[src/rtl/muldiv_if.sv]
// ============================================================================
// muldiv_if : EX-stage request/response bundle for the RV32M mul/div engine
// Rev 1.0   : initial release
// ============================================================================
`default_nettype none

interface muldiv_if #(
  parameter int BITS = 32
);
  logic            valid;
  logic [4:0]      ALUCtrl;
  logic [BITS-1:0] operand_a;
  logic [BITS-1:0] operand_b;
  logic            pipe_stall;
  logic [BITS-1:0] result;
  logic            MulDivAluReady;

  modport master (
    output valid, ALUCtrl, operand_a, operand_b, pipe_stall,
    input  result, MulDivAluReady
  );

  modport slave (
    input  valid, ALUCtrl, operand_a, operand_b, pipe_stall,
    output result, MulDivAluReady
  );
endinterface

`default_nettype wire

[src/rtl/muldiv_unit.sv]
// ============================================================================
// muldiv_unit : iterative RV32M engine, shift-add multiply / restoring divide
// Rev 1.0     : initial release
// ============================================================================
`default_nettype none

module muldiv_unit #(
  parameter int BITS = 32
) (
  input  logic     clk,
  input  logic     rst,
  muldiv_if.slave  md
);

  localparam logic [4:0] ALUCTRL_MUL    = 5'h10;
  localparam logic [4:0] ALUCTRL_MULH   = 5'h11;
  localparam logic [4:0] ALUCTRL_MULHSU = 5'h12;
  localparam logic [4:0] ALUCTRL_MULHU  = 5'h13;
  localparam logic [4:0] ALUCTRL_DIV    = 5'h14;
  localparam logic [4:0] ALUCTRL_DIVU   = 5'h15;
  localparam logic [4:0] ALUCTRL_REM    = 5'h16;
  localparam logic [4:0] ALUCTRL_REMU   = 5'h17;

  localparam int            CW       = (BITS > 2) ? $clog2(BITS) : 1;
  localparam logic [CW-1:0] LAST_CNT = CW'(BITS - 1);

  typedef enum logic [1:0] {
    S_IDLE = 2'd0,
    S_BUSY = 2'd1,
    S_DONE = 2'd2
  } state_t;

  state_t              state_q;
  logic [4:0]          op_q;
  logic                sa_q;
  logic                sb_q;
  logic [CW-1:0]       cnt_q;
  logic [2*BITS-1:0]   acc_q;
  logic [BITS-1:0]     bmag_q;
  logic [BITS-1:0]     result_q;
  logic                ready_q;

  // Input-side decode, used only when accepting from IDLE
  logic            in_is_mul, in_is_div, is_md;
  logic            in_signed_a, in_signed_b;
  logic            in_sa, in_sb;
  logic [BITS-1:0] in_mag_a, in_mag_b;
  logic            in_b_zero, in_ovf, in_special;
  logic [BITS-1:0] in_special_res;

  always_comb begin
    in_is_mul   = (md.ALUCtrl == ALUCTRL_MUL)   || (md.ALUCtrl == ALUCTRL_MULH) ||
                  (md.ALUCtrl == ALUCTRL_MULHSU) || (md.ALUCtrl == ALUCTRL_MULHU);
    in_is_div   = (md.ALUCtrl == ALUCTRL_DIV)   || (md.ALUCtrl == ALUCTRL_DIVU) ||
                  (md.ALUCtrl == ALUCTRL_REM)   || (md.ALUCtrl == ALUCTRL_REMU);
    is_md       = md.valid && (in_is_mul || in_is_div);
    in_signed_b = (md.ALUCtrl == ALUCTRL_MUL) || (md.ALUCtrl == ALUCTRL_MULH) ||
                  (md.ALUCtrl == ALUCTRL_DIV) || (md.ALUCtrl == ALUCTRL_REM);
    in_signed_a = in_signed_b || (md.ALUCtrl == ALUCTRL_MULHSU);
    in_sa       = in_signed_a && md.operand_a[BITS-1];
    in_sb       = in_signed_b && md.operand_b[BITS-1];
    in_mag_a    = in_sa ? (~md.operand_a + 1'b1) : md.operand_a;
    in_mag_b    = in_sb ? (~md.operand_b + 1'b1) : md.operand_b;
    in_b_zero   = (md.operand_b == '0);
    in_ovf      = ((md.ALUCtrl == ALUCTRL_DIV) || (md.ALUCtrl == ALUCTRL_REM)) &&
                  (md.operand_a == {1'b1, {(BITS-1){1'b0}}}) && (md.operand_b == '1);
    in_special  = in_is_div && (in_b_zero || in_ovf);
    if (in_b_zero) begin
      in_special_res = ((md.ALUCtrl == ALUCTRL_DIV) || (md.ALUCtrl == ALUCTRL_DIVU)) ?
                       '1 : md.operand_a;
    end else begin
      in_special_res = (md.ALUCtrl == ALUCTRL_DIV) ? md.operand_a : '0;
    end
  end

  // One iteration of either algorithm; acc holds {hi/rem, lo/quotient}
  logic              op_is_div;
  logic [BITS:0]     mul_sum;
  logic [2*BITS-1:0] mul_next;
  logic [BITS:0]     div_shift;
  logic [BITS+1:0]   div_diff;
  logic              div_ge;
  logic [BITS-1:0]   div_rem;
  logic [2*BITS-1:0] div_next;
  logic [2*BITS-1:0] acc_d;

  always_comb begin
    op_is_div = (op_q == ALUCTRL_DIV) || (op_q == ALUCTRL_DIVU) ||
                (op_q == ALUCTRL_REM) || (op_q == ALUCTRL_REMU);
    mul_sum   = {1'b0, acc_q[2*BITS-1:BITS]} + {1'b0, (acc_q[0] ? bmag_q : {BITS{1'b0}})};
    mul_next  = {mul_sum, acc_q[BITS-1:1]};
    div_shift = {acc_q[2*BITS-1:BITS], acc_q[BITS-1]};
    div_diff  = {1'b0, div_shift} - {2'b00, bmag_q};
    div_ge    = ~div_diff[BITS+1];
    div_rem   = div_ge ? div_diff[BITS-1:0] : div_shift[BITS-1:0];
    div_next  = {div_rem, acc_q[BITS-2:0], div_ge};
    acc_d     = op_is_div ? div_next : mul_next;
  end

  logic [2*BITS-1:0] prod_s;
  logic [BITS-1:0]   quo_s, rem_s, final_d;

  always_comb begin
    prod_s = (sa_q ^ sb_q) ? (~acc_d + 1'b1) : acc_d;
    quo_s  = (sa_q ^ sb_q) ? (~acc_d[BITS-1:0] + 1'b1) : acc_d[BITS-1:0];
    rem_s  = sa_q ? (~acc_d[2*BITS-1:BITS] + 1'b1) : acc_d[2*BITS-1:BITS];
    case (op_q)
      ALUCTRL_MUL:                          final_d = prod_s[BITS-1:0];
      ALUCTRL_MULH, ALUCTRL_MULHSU,
      ALUCTRL_MULHU:                        final_d = prod_s[2*BITS-1:BITS];
      ALUCTRL_DIV, ALUCTRL_DIVU:            final_d = quo_s;
      default:                              final_d = rem_s;
    endcase
  end

  always_ff @(posedge clk or posedge rst) begin
    if (rst) begin
      state_q  <= S_IDLE;
      op_q     <= '0;
      sa_q     <= 1'b0;
      sb_q     <= 1'b0;
      cnt_q    <= '0;
      acc_q    <= '0;
      bmag_q   <= '0;
      result_q <= '0;
      ready_q  <= 1'b0;
    end else begin
      case (state_q)
        S_IDLE: begin
          if (is_md) begin
            op_q <= md.ALUCtrl;
            if (in_special) begin
              result_q <= in_special_res;
              ready_q  <= 1'b1;
              state_q  <= S_DONE;
            end else begin
              sa_q    <= in_sa;
              sb_q    <= in_sb;
              acc_q   <= {{BITS{1'b0}}, in_mag_a};
              bmag_q  <= in_mag_b;
              cnt_q   <= '0;
              state_q <= S_BUSY;
            end
          end
        end
        S_BUSY: begin
          if (!md.valid) begin
            cnt_q   <= '0;
            state_q <= S_IDLE;
          end else begin
            acc_q <= acc_d;
            if (cnt_q == LAST_CNT) begin
              result_q <= final_d;
              ready_q  <= 1'b1;
              state_q  <= S_DONE;
            end else begin
              cnt_q <= cnt_q + 1'b1;
            end
          end
        end
        S_DONE: begin
          // Held result survives a stall; leaving never re-accepts the same op
          if (!md.valid || !md.pipe_stall) begin
            ready_q <= 1'b0;
            state_q <= S_IDLE;
          end
        end
        default: begin
          ready_q <= 1'b0;
          state_q <= S_IDLE;
        end
      endcase
    end
  end

  assign md.result         = result_q;
  assign md.MulDivAluReady = ready_q;

endmodule

`default_nettype wire

[src/flat_wrapper.sv]
// flat-port wrapper written by rule: the top's interface ports become plain ports
module muldiv_unit_flat 
#(
  parameter int BITS = 32
)
  (clk, rst, md_valid, md_ALUCtrl, md_operand_a, md_operand_b, md_pipe_stall, md_result, md_MulDivAluReady);
  muldiv_if #(.BITS(BITS)) md_i ();
  input  logic clk;
  input  logic rst;
  input wire logic [$bits(md_i.valid)-1:0] md_valid;
  input wire logic [$bits(md_i.ALUCtrl)-1:0] md_ALUCtrl;
  input wire logic [$bits(md_i.operand_a)-1:0] md_operand_a;
  input wire logic [$bits(md_i.operand_b)-1:0] md_operand_b;
  input wire logic [$bits(md_i.pipe_stall)-1:0] md_pipe_stall;
  output wire logic [$bits(md_i.result)-1:0] md_result;
  output wire logic [$bits(md_i.MulDivAluReady)-1:0] md_MulDivAluReady;
  assign md_i.valid = md_valid;
  assign md_i.ALUCtrl = md_ALUCtrl;
  assign md_i.operand_a = md_operand_a;
  assign md_i.operand_b = md_operand_b;
  assign md_i.pipe_stall = md_pipe_stall;
  assign md_result = md_i.result;
  assign md_MulDivAluReady = md_i.MulDivAluReady;
  muldiv_unit #(.BITS(BITS)) u_core (.clk(clk), .rst(rst), .md(md_i));
endmodule
[config.mk]
export PLATFORM = sky130hd
export DESIGN_NAME = muldiv_unit_flat
export DESIGN_NICKNAME = d
export VERILOG_FILES = /design/src/rtl/muldiv_if.sv /design/src/rtl/muldiv_unit.sv /design/src/flat_wrapper.sv
export SDC_FILE = /design/constraint.sdc
export NUM_CORES = 1
export LEC_CHECK = 0
export ABC_AREA = 0
export ABC_CLOCK_PERIOD_IN_PS = 8300
export CORE_MARGIN = 4
export CORE_UTILIZATION = 55
export CTS_CLUSTER_DIAMETER = 200
export DETAILED_ROUTE_END_ITERATION = 12
export GPL_ROUTABILITY_DRIVEN = 1
export GPL_TIMING_DRIVEN = 0
export PLACE_DENSITY = 0.85
export SYNTH_ARGS = -nofsm -noshare
export SYNTH_HDL_FRONTEND = slang
export SYNTH_SLANG_ARGS = --single-unit
export TNS_END_PERCENT = 30
[constraint.sdc]
create_clock -name clk -period 8.3 [get_ports clk]
set_clock_uncertainty 0.2 [all_clocks]
set_input_delay 1.245 -clock clk [delete_from_list [all_inputs] [get_ports clk]]
set_output_delay 1.245 -clock clk [all_outputs]
set_load 0.005 [all_outputs]
# After elaboration in Yosys (flattened, before gate mapping)
# Index checks and enable logic that the tools add are counted.
[totals]
wordCells = 128
ff_bits = 143
[op_classes]
addsub = 8
n_mux = 38
n_reduce_logical = 36
bitwise_logic = 8
eq_ne = 29
[op_table]
columns = ["operator", "n"]
rows = [
  ["32-bit 2-to-1 mux", 13],
  ["64-bit 2-to-1 mux", 5],
  ["32-bit by 1-bit adder with 32-bit output, second input constant", 4],
  ["32-bit inverter", 4],
  ["64-bit one-hot mux with 2 select lines", 1],
  ["32-bit one-hot mux with 3 select lines", 1],
  ["5-bit equality test, second input constant", 17],
  ["64-bit by 1-bit adder with 64-bit output, second input constant", 1],
  ["32-bit equality test, second input constant", 2],
  ["64-bit inverter", 1],
  ["32-bit one-hot mux with 2 select lines", 1],
  ["33-bit by 32-bit subtractor with 34-bit output", 1],
  ["32-bit by 32-bit adder with 33-bit output", 1],
  ["32-bit zero test", 1],
  ["5-bit 2-to-1 mux", 4],
  ["1-bit logical OR", 16],
  ["2-bit 2-to-1 mux", 5],
  ["5-bit one-hot mux with 2 select lines", 1],
  ["5-bit AND reduction", 2],
  ["2-bit by 1-bit inequality test with 1-bit output, second input constant", 4],
  ["4-bit AND reduction", 2],
  ["1-bit logical AND", 6],
  ["2-bit one-hot mux with 3 select lines", 1],
  ["3-bit AND reduction", 2],
  ["16 further kinds", 23],
]

# Logic depth before layout (Yosys ltp)
[depth]
ltp_word = 12
depth_mapped = 22

# Least setup slack after synthesis
# OpenSTA, ideal clock, no wires.
[synth_path]
path_type = "input-to-reg"
start = "input port md_operand_b[6]"
end = "register u_core.result_q[27] (netlist: u_core.md.result[27])"
t_arrival_ps = 4688
path_buffers = 2
path_slack_ps = 3280
stages = 14
required_time_ps = 7968
cell_sequence = "or4_4 or3_4 nor4_4 nand3b_2 or4_4 or4_4 or4_4 a21oi_2 inv_2 o21a_1 buf_4 buf_6 a21oi_1 o21ai_0"
[synth_between]
elab_chain_cells = 6
[synth_rtl]
columns = ["item", "line", "source"]
rows = [
  ["from (decl)", "flat_wrapper.sv:13", "input wire logic [$bits(md_i.operand_b)-1:0] md_operand_b;"],
  ["32-bit equality test", "muldiv_unit.sv:66", "(md.operand_a == {1'b1, {(BITS-1){1'b0}}}) && (md.operand_b == '1);"],
  ["1-bit logical AND", "muldiv_unit.sv:66", ""],
  ["1-bit logical OR", "muldiv_unit.sv:67", "in_special = in_is_div && (in_b_zero || in_ovf);"],
  ["1-bit logical AND", "muldiv_unit.sv:67", ""],
  ["2-bit by 1-bit inequality test with 1-bit output (no source line)", "--", ""],
  ["5-bit AND reduction (no source line)", "--", ""],
  ["to (signal assigned)", "muldiv_unit.sv:133", "result_q <= in_special_res;"],
  ["to (signal assigned)", "muldiv_unit.sv:153", "result_q <= final_d;"],
  ["to (decl)", "muldiv_unit.sv:40", "logic [BITS-1:0] result_q;"],
]
# Parallel ways exist; a longest one is shown, timed or not. The select of a mux whose other input is x is not followed.
# A chain may end at the register's enable or synchronous reset.

# Worst setup path in the final report
[layout_path]
start = "register u_core.op_q[2]"
end = "register u_core.result_q[18] (netlist: u_core.md.result[18])"
[layout_between]
elab_chain_cells = 12
[layout_rtl]
columns = ["item", "line", "source"]
rows = [
  ["from (decl)", "muldiv_unit.sv:34", "logic [4:0] op_q;"],
  ["from (signal assigned)", "muldiv_unit.sv:131", "op_q <= md.ALUCtrl;"],
  ["5-bit equality test", "muldiv_unit.sv:88, muldiv_unit.sv:107", ""],
  ["1-bit logical OR (2 in a row)", "muldiv_unit.sv:88", "op_is_div = (op_q == ALUCTRL_DIV) || (op_q == ALUCTRL_DIVU) ||"],
  ["1-bit logical OR", "muldiv_unit.sv:89", "(op_q == ALUCTRL_REM) || (op_q == ALUCTRL_REMU);"],
  ["64-bit 2-to-1 mux", "muldiv_unit.sv:97", "acc_d = op_is_div ? div_next : mul_next;"],
  ["64-bit inverter, or another cell as far along", "muldiv_unit.sv:104", "prod_s = (sa_q ^ sb_q) ? (~acc_d + 1'b1) : acc_d;"],
  ["64-bit by 1-bit adder with 64-bit output, or another cell as far along", "muldiv_unit.sv:104", ""],
  ["64-bit 2-to-1 mux, or another cell as far along", "muldiv_unit.sv:104", ""],
  ["32-bit one-hot mux with 3 select lines (*)", "muldiv_unit.sv:107", "case (op_q)"],
  ["32-bit 2-to-1 mux (*)", "muldiv_unit.sv:152", "if (cnt_q == LAST_CNT) begin"],
  ["32-bit 2-to-1 mux (*)", "muldiv_unit.sv:147", "if (!md.valid) begin"],
  ["32-bit one-hot mux with 2 select lines (*)", "muldiv_unit.sv:128", "case (state_q)"],
]
# Mark *: on every way between the ends. The rest lies on a longest branch, timed or not. The select of a mux whose other input is x is not followed.

==> flow_summary_export.csv <==
group,metric,value,unit
worst_setup_path,cp_slowest_cell,"clkdlybuf4s15_1",
power_and_ir_drop,vdd_ir_drop_max,188,uV
sta,worst-slew-pin-transition,1.28,ns
worst_setup_path,startpoint_type,"flip-flop",
cells_and_area,area_delta_synth_final,14.1,%
sta,timing.final.hold_violations,0,
global_route,overflow,0,
hold_path,hold_class,"flip-flop to flip-flop",
floorplanning,die_h,175,um
worst_setup_path,critPathMaxFanout,11,
floorplanning,core_area,0.0271,sq mm
global_route,grt_pass1_vias,16377,
cts,h-tree-depth,4,
yosys,netlist_area,0.0153,sq mm
worst_setup_path,r2r-end,"u_core.md.result[18]$_DFFE_PP0P_",
cts,cts_buffers,17,
cells_and_area,fin_nets,2322,
floorplanning,start_util,0.564,
yosys,ys_seq_elements,143,
hold_path,min_delay_path_depth,1,
sta,min_period,8.09,ns
hold_path,worstHoldStart,"u_core.md.result[7]$_DFFE_PP0P_",
detailed_routing,via_per_inst,7.03,
worst_setup_path,crit_arrival,8.23,ns
place,dpl.hpwl,54700,um
place,gp_congestion,1.07,
yosys,syn_inst,2052,
yosys,avgSynthCellArea,7.44,sq um
sta,setup_tns,0,ns
power_and_ir_drop,leakage,7.33,nW
flow_run,cap_viol_max_count,0,
detailed_routing,vias,18013,
detailed_routing,drt_iter0_markers,3592,
cts,postCtsHoldBufs,0,
global_route,grt_max_degree,80,
cells_and_area,layout-drive-gt1-share,0.0498,
cts,clk_latency,0.45,ns
sta,post-route-period-util,0.975,
detailed_routing,postRouteAntennaNets,0,
status,status,"finished, final reports clean",
sta,setup_violations,0,
cells_and_area,mostFrequentLayoutCell,"nand2_1",
sta,rsz0062_at_grt,"false",
worst_setup_path,cp_data_required_time,8.43,ns
detailed_routing,routedWlPerCell,26.9,um
yosys,async_flop_share,1.00,
detailed_routing,dr.pass1.iters,7,
worst_setup_path,regToRegStartpoint,"u_core.op_q[2]$_DFFE_PP0P_",
cts,cts.path.max_buffers,2,
worst_setup_path,reg2reg_depth,18,
cts,clock-sinks,143,
floorplanning,io_pins,106,
global_route,grt_pass1_wl,102000,um
cells_and_area,finish.utilization,0.643,
place,port_buffers,104,
worst_setup_path,path_cells,"nand3b_1 -> clkbuf_1 -> clkbuf_2 -> clkdlybuf4s15_1 -> clkbuf_1 -> buf_1 -> clkbuf_1 -> a21oi_1 -> ha_1 -> and3_1 -> and2_1 -> nand2_1 -> nor2_1 -> nand2_1 -> o21ai_0 -> a221oi_1 -> o21ai_0 -> a22o_1",
yosys,ys_seq_area_frac,0.234,
detailed_routing,drc,0,
power_and_ir_drop,power.density,271,mW/mm^2
cells_and_area,layout_common_cells,"246 x nand2_1, 222 x a21oi_1, 186 x o21ai_0, 173 x nor2_1, 143 x dfrtp_1",
yosys,yosysWarningCount,0,
worst_setup_path,r2r_slack,0.21,ns
yosys,ys.flop_type,"dfrtp_1",
worst_setup_path,endpoint_kind,"flip-flop",
worst_setup_path,crit_type,"flip-flop to flip-flop",
global_route,antenna_found_initial,0,
floorplanning,die_w,175,um
detailed_routing,routed_wl,69000,um
global_route,track_usage,0.436,
floorplanning,dieArea,0.0305,sq mm
floorplanning,rows,60,
cts,cts_root_buf,"clkbuf_16",
cts,cts_tree,"done",
hold_path,hold_end,"u_core.md.result[7]$_DFFE_PP0P_",
worst_setup_path,crit_path_frequent_cell,"clkbuf_1",
yosys,synth_edf_count,0,
sta,slew-limit-headroom,0.136,
worst_setup_path,cpPeakStageDelay,0.89,ns
yosys,synth_nets,2198,
yosys,synthDistinctLibCells,88,
sta,max_freq,124,MHz
sta,maxSlewViolCount,0,
cts,clkSlewWorstSetupHoldPaths,0.06,ns
## worst max-delay path by stage
stage | to | cells past startpoint | slack, ns | start
final | u_core.md.result[18]$_DFFE_PP0P_ | 18 | 0.21 | u_core.op_q[2]$_DFFE_PP0P_
after global routing | u_core.md.result[20]$_DFFE_PP0P_ | 18 | 0.16 | u_core.op_q[2]$_DFFE_PP0P_
after CTS | u_core.md.result[18]$_DFFE_PP0P_ | 18 | 0.39 | u_core.op_q[2]$_DFFE_PP0P_
after detailed placement | u_core.md.result[18]$_DFFE_PP0P_ | 18 | 0.44 | u_core.op_q[2]$_DFFE_PP0P_
after global placement | u_core.md.result[18]$_DFFE_PP0P_ | 18 | 0.38 | u_core.op_q[2]$_DFFE_PP0P_
after floorplan | u_core.acc_q[0]$_DFFE_PP0P_ | 1 | 3.02 | rst
## final cells by class
class,count,area (sq um)
diodes,3,7.51
clock inverters,11,140
multi-input cells,1730,11000
plain buffers,119,526
fillers,2434,9680
well taps,372,465
flip-flops and latches,143,3580
repair buffers,105,1070
inverters,60,230
clock buffers,20,457
## where the power goes
part | internal [W] | switching, W
combinational | 0.000924 | 0.00200
sequential | 0.000808 | 0.000168
clock | 0.000484 | 0.000337
total | 0.00222 | 0.00251
## critical path: cells and delay by family (launching register included)
family,cells,cell delay [ns]
buf+inv,6,4.48
simple gates,6,1.27
compound gates,5,1.19
flops,1,0.47
fa+ha+maj,1,0.34
## cells in the mapped netlist (19+ instances only)
| library cell | count | area (sq um) |
|---|---|---|
| nand2_1 | 246 | 923 |
| a21oi_1 | 222 | 1110 |
| o21ai_0 | 186 | 931 |
| nor2_1 | 173 | 649 |
| dfrtp_1 | 143 | 3580 |
| xnor2_1 | 90 | 788 |
| clkbuf_1 | 83 | 312 |
| xor2_1 | 76 | 666 |
| ha_1 | 71 | 888 |
| inv_1 | 59 | 221 |
| and2_1 | 44 | 275 |
| nor3_1 | 39 | 195 |
| a31oi_1 | 37 | 231 |
| nand3_1 | 36 | 180 |
| a211oi_1 | 35 | 263 |
| mux2i_1 | 35 | 350 |
| a21o_1 | 29 | 218 |
| nand4_1 | 29 | 181 |
| or3_1 | 28 | 175 |
| o31ai_1 | 26 | 195 |
| buf_2 | 24 | 120 |
| a221oi_1 | 21 | 184 |
| o21a_1 | 19 | 143 |
## cells by family (layout without fill, tap and decap cells)
group                    Yosys count  after routing  share of synthesized area
adder cells (fa/ha/maj)           74             74                     0.0614
buffers and inverters            179            315                     0.0487
AND/OR/NAND/NOR                  709            709                      0.225
XOR/XNOR                         166            166                     0.0952
other                              0              3                          0
multiplexers                      41             41                     0.0274
flip-flops                       143            143                      0.234
AO/OA/AOI/OAI                    740            740                      0.309
## metrics by stage
stage	std cells	setup WS [ns]	instance area, sq um	hold WS [ns]	power [W]
2_1_floorplan	2052	3.02	15300	0.258	0.00279
3_3_place_gp	2528	0.379	16800	0.262	0.00369
3_5_place_dp	2529	0.440	16800	0.266	0.00372
4_1_cts	2560	0.392	17400	0.285	0.00454
5_1_grt	2560	0.163	17400	0.295	0.00491
6_report	2563	0.206	17400	0.283	0.00473
## metal layers
metal,part of all wire,GRT usage
met2,0.40,0.614
met5,0,0
met3,0.15,0.149
met1,0.40,0.616
met4,0.047,0.165
## flip-flops by register name (all words and copies together), names as in the netlist
register                  count
u_core.acc_q                 64
u_core.bmag_q                32
u_core.cnt_q                  5
u_core.md.MulDivAluReady      1
u_core.md.result             32
u_core.op_q                   5
u_core.sa_q                   1
u_core.sb_q                   1
u_core.state_q                2
## timing repair
item | 4_1_cts | 5_1_grt
endpoints found under the setup margin | 0 | 2
setup buffers | 0 | 0
resized for setup | 0 | 4
Note: power is estimated with default switching activity, not from simulation.
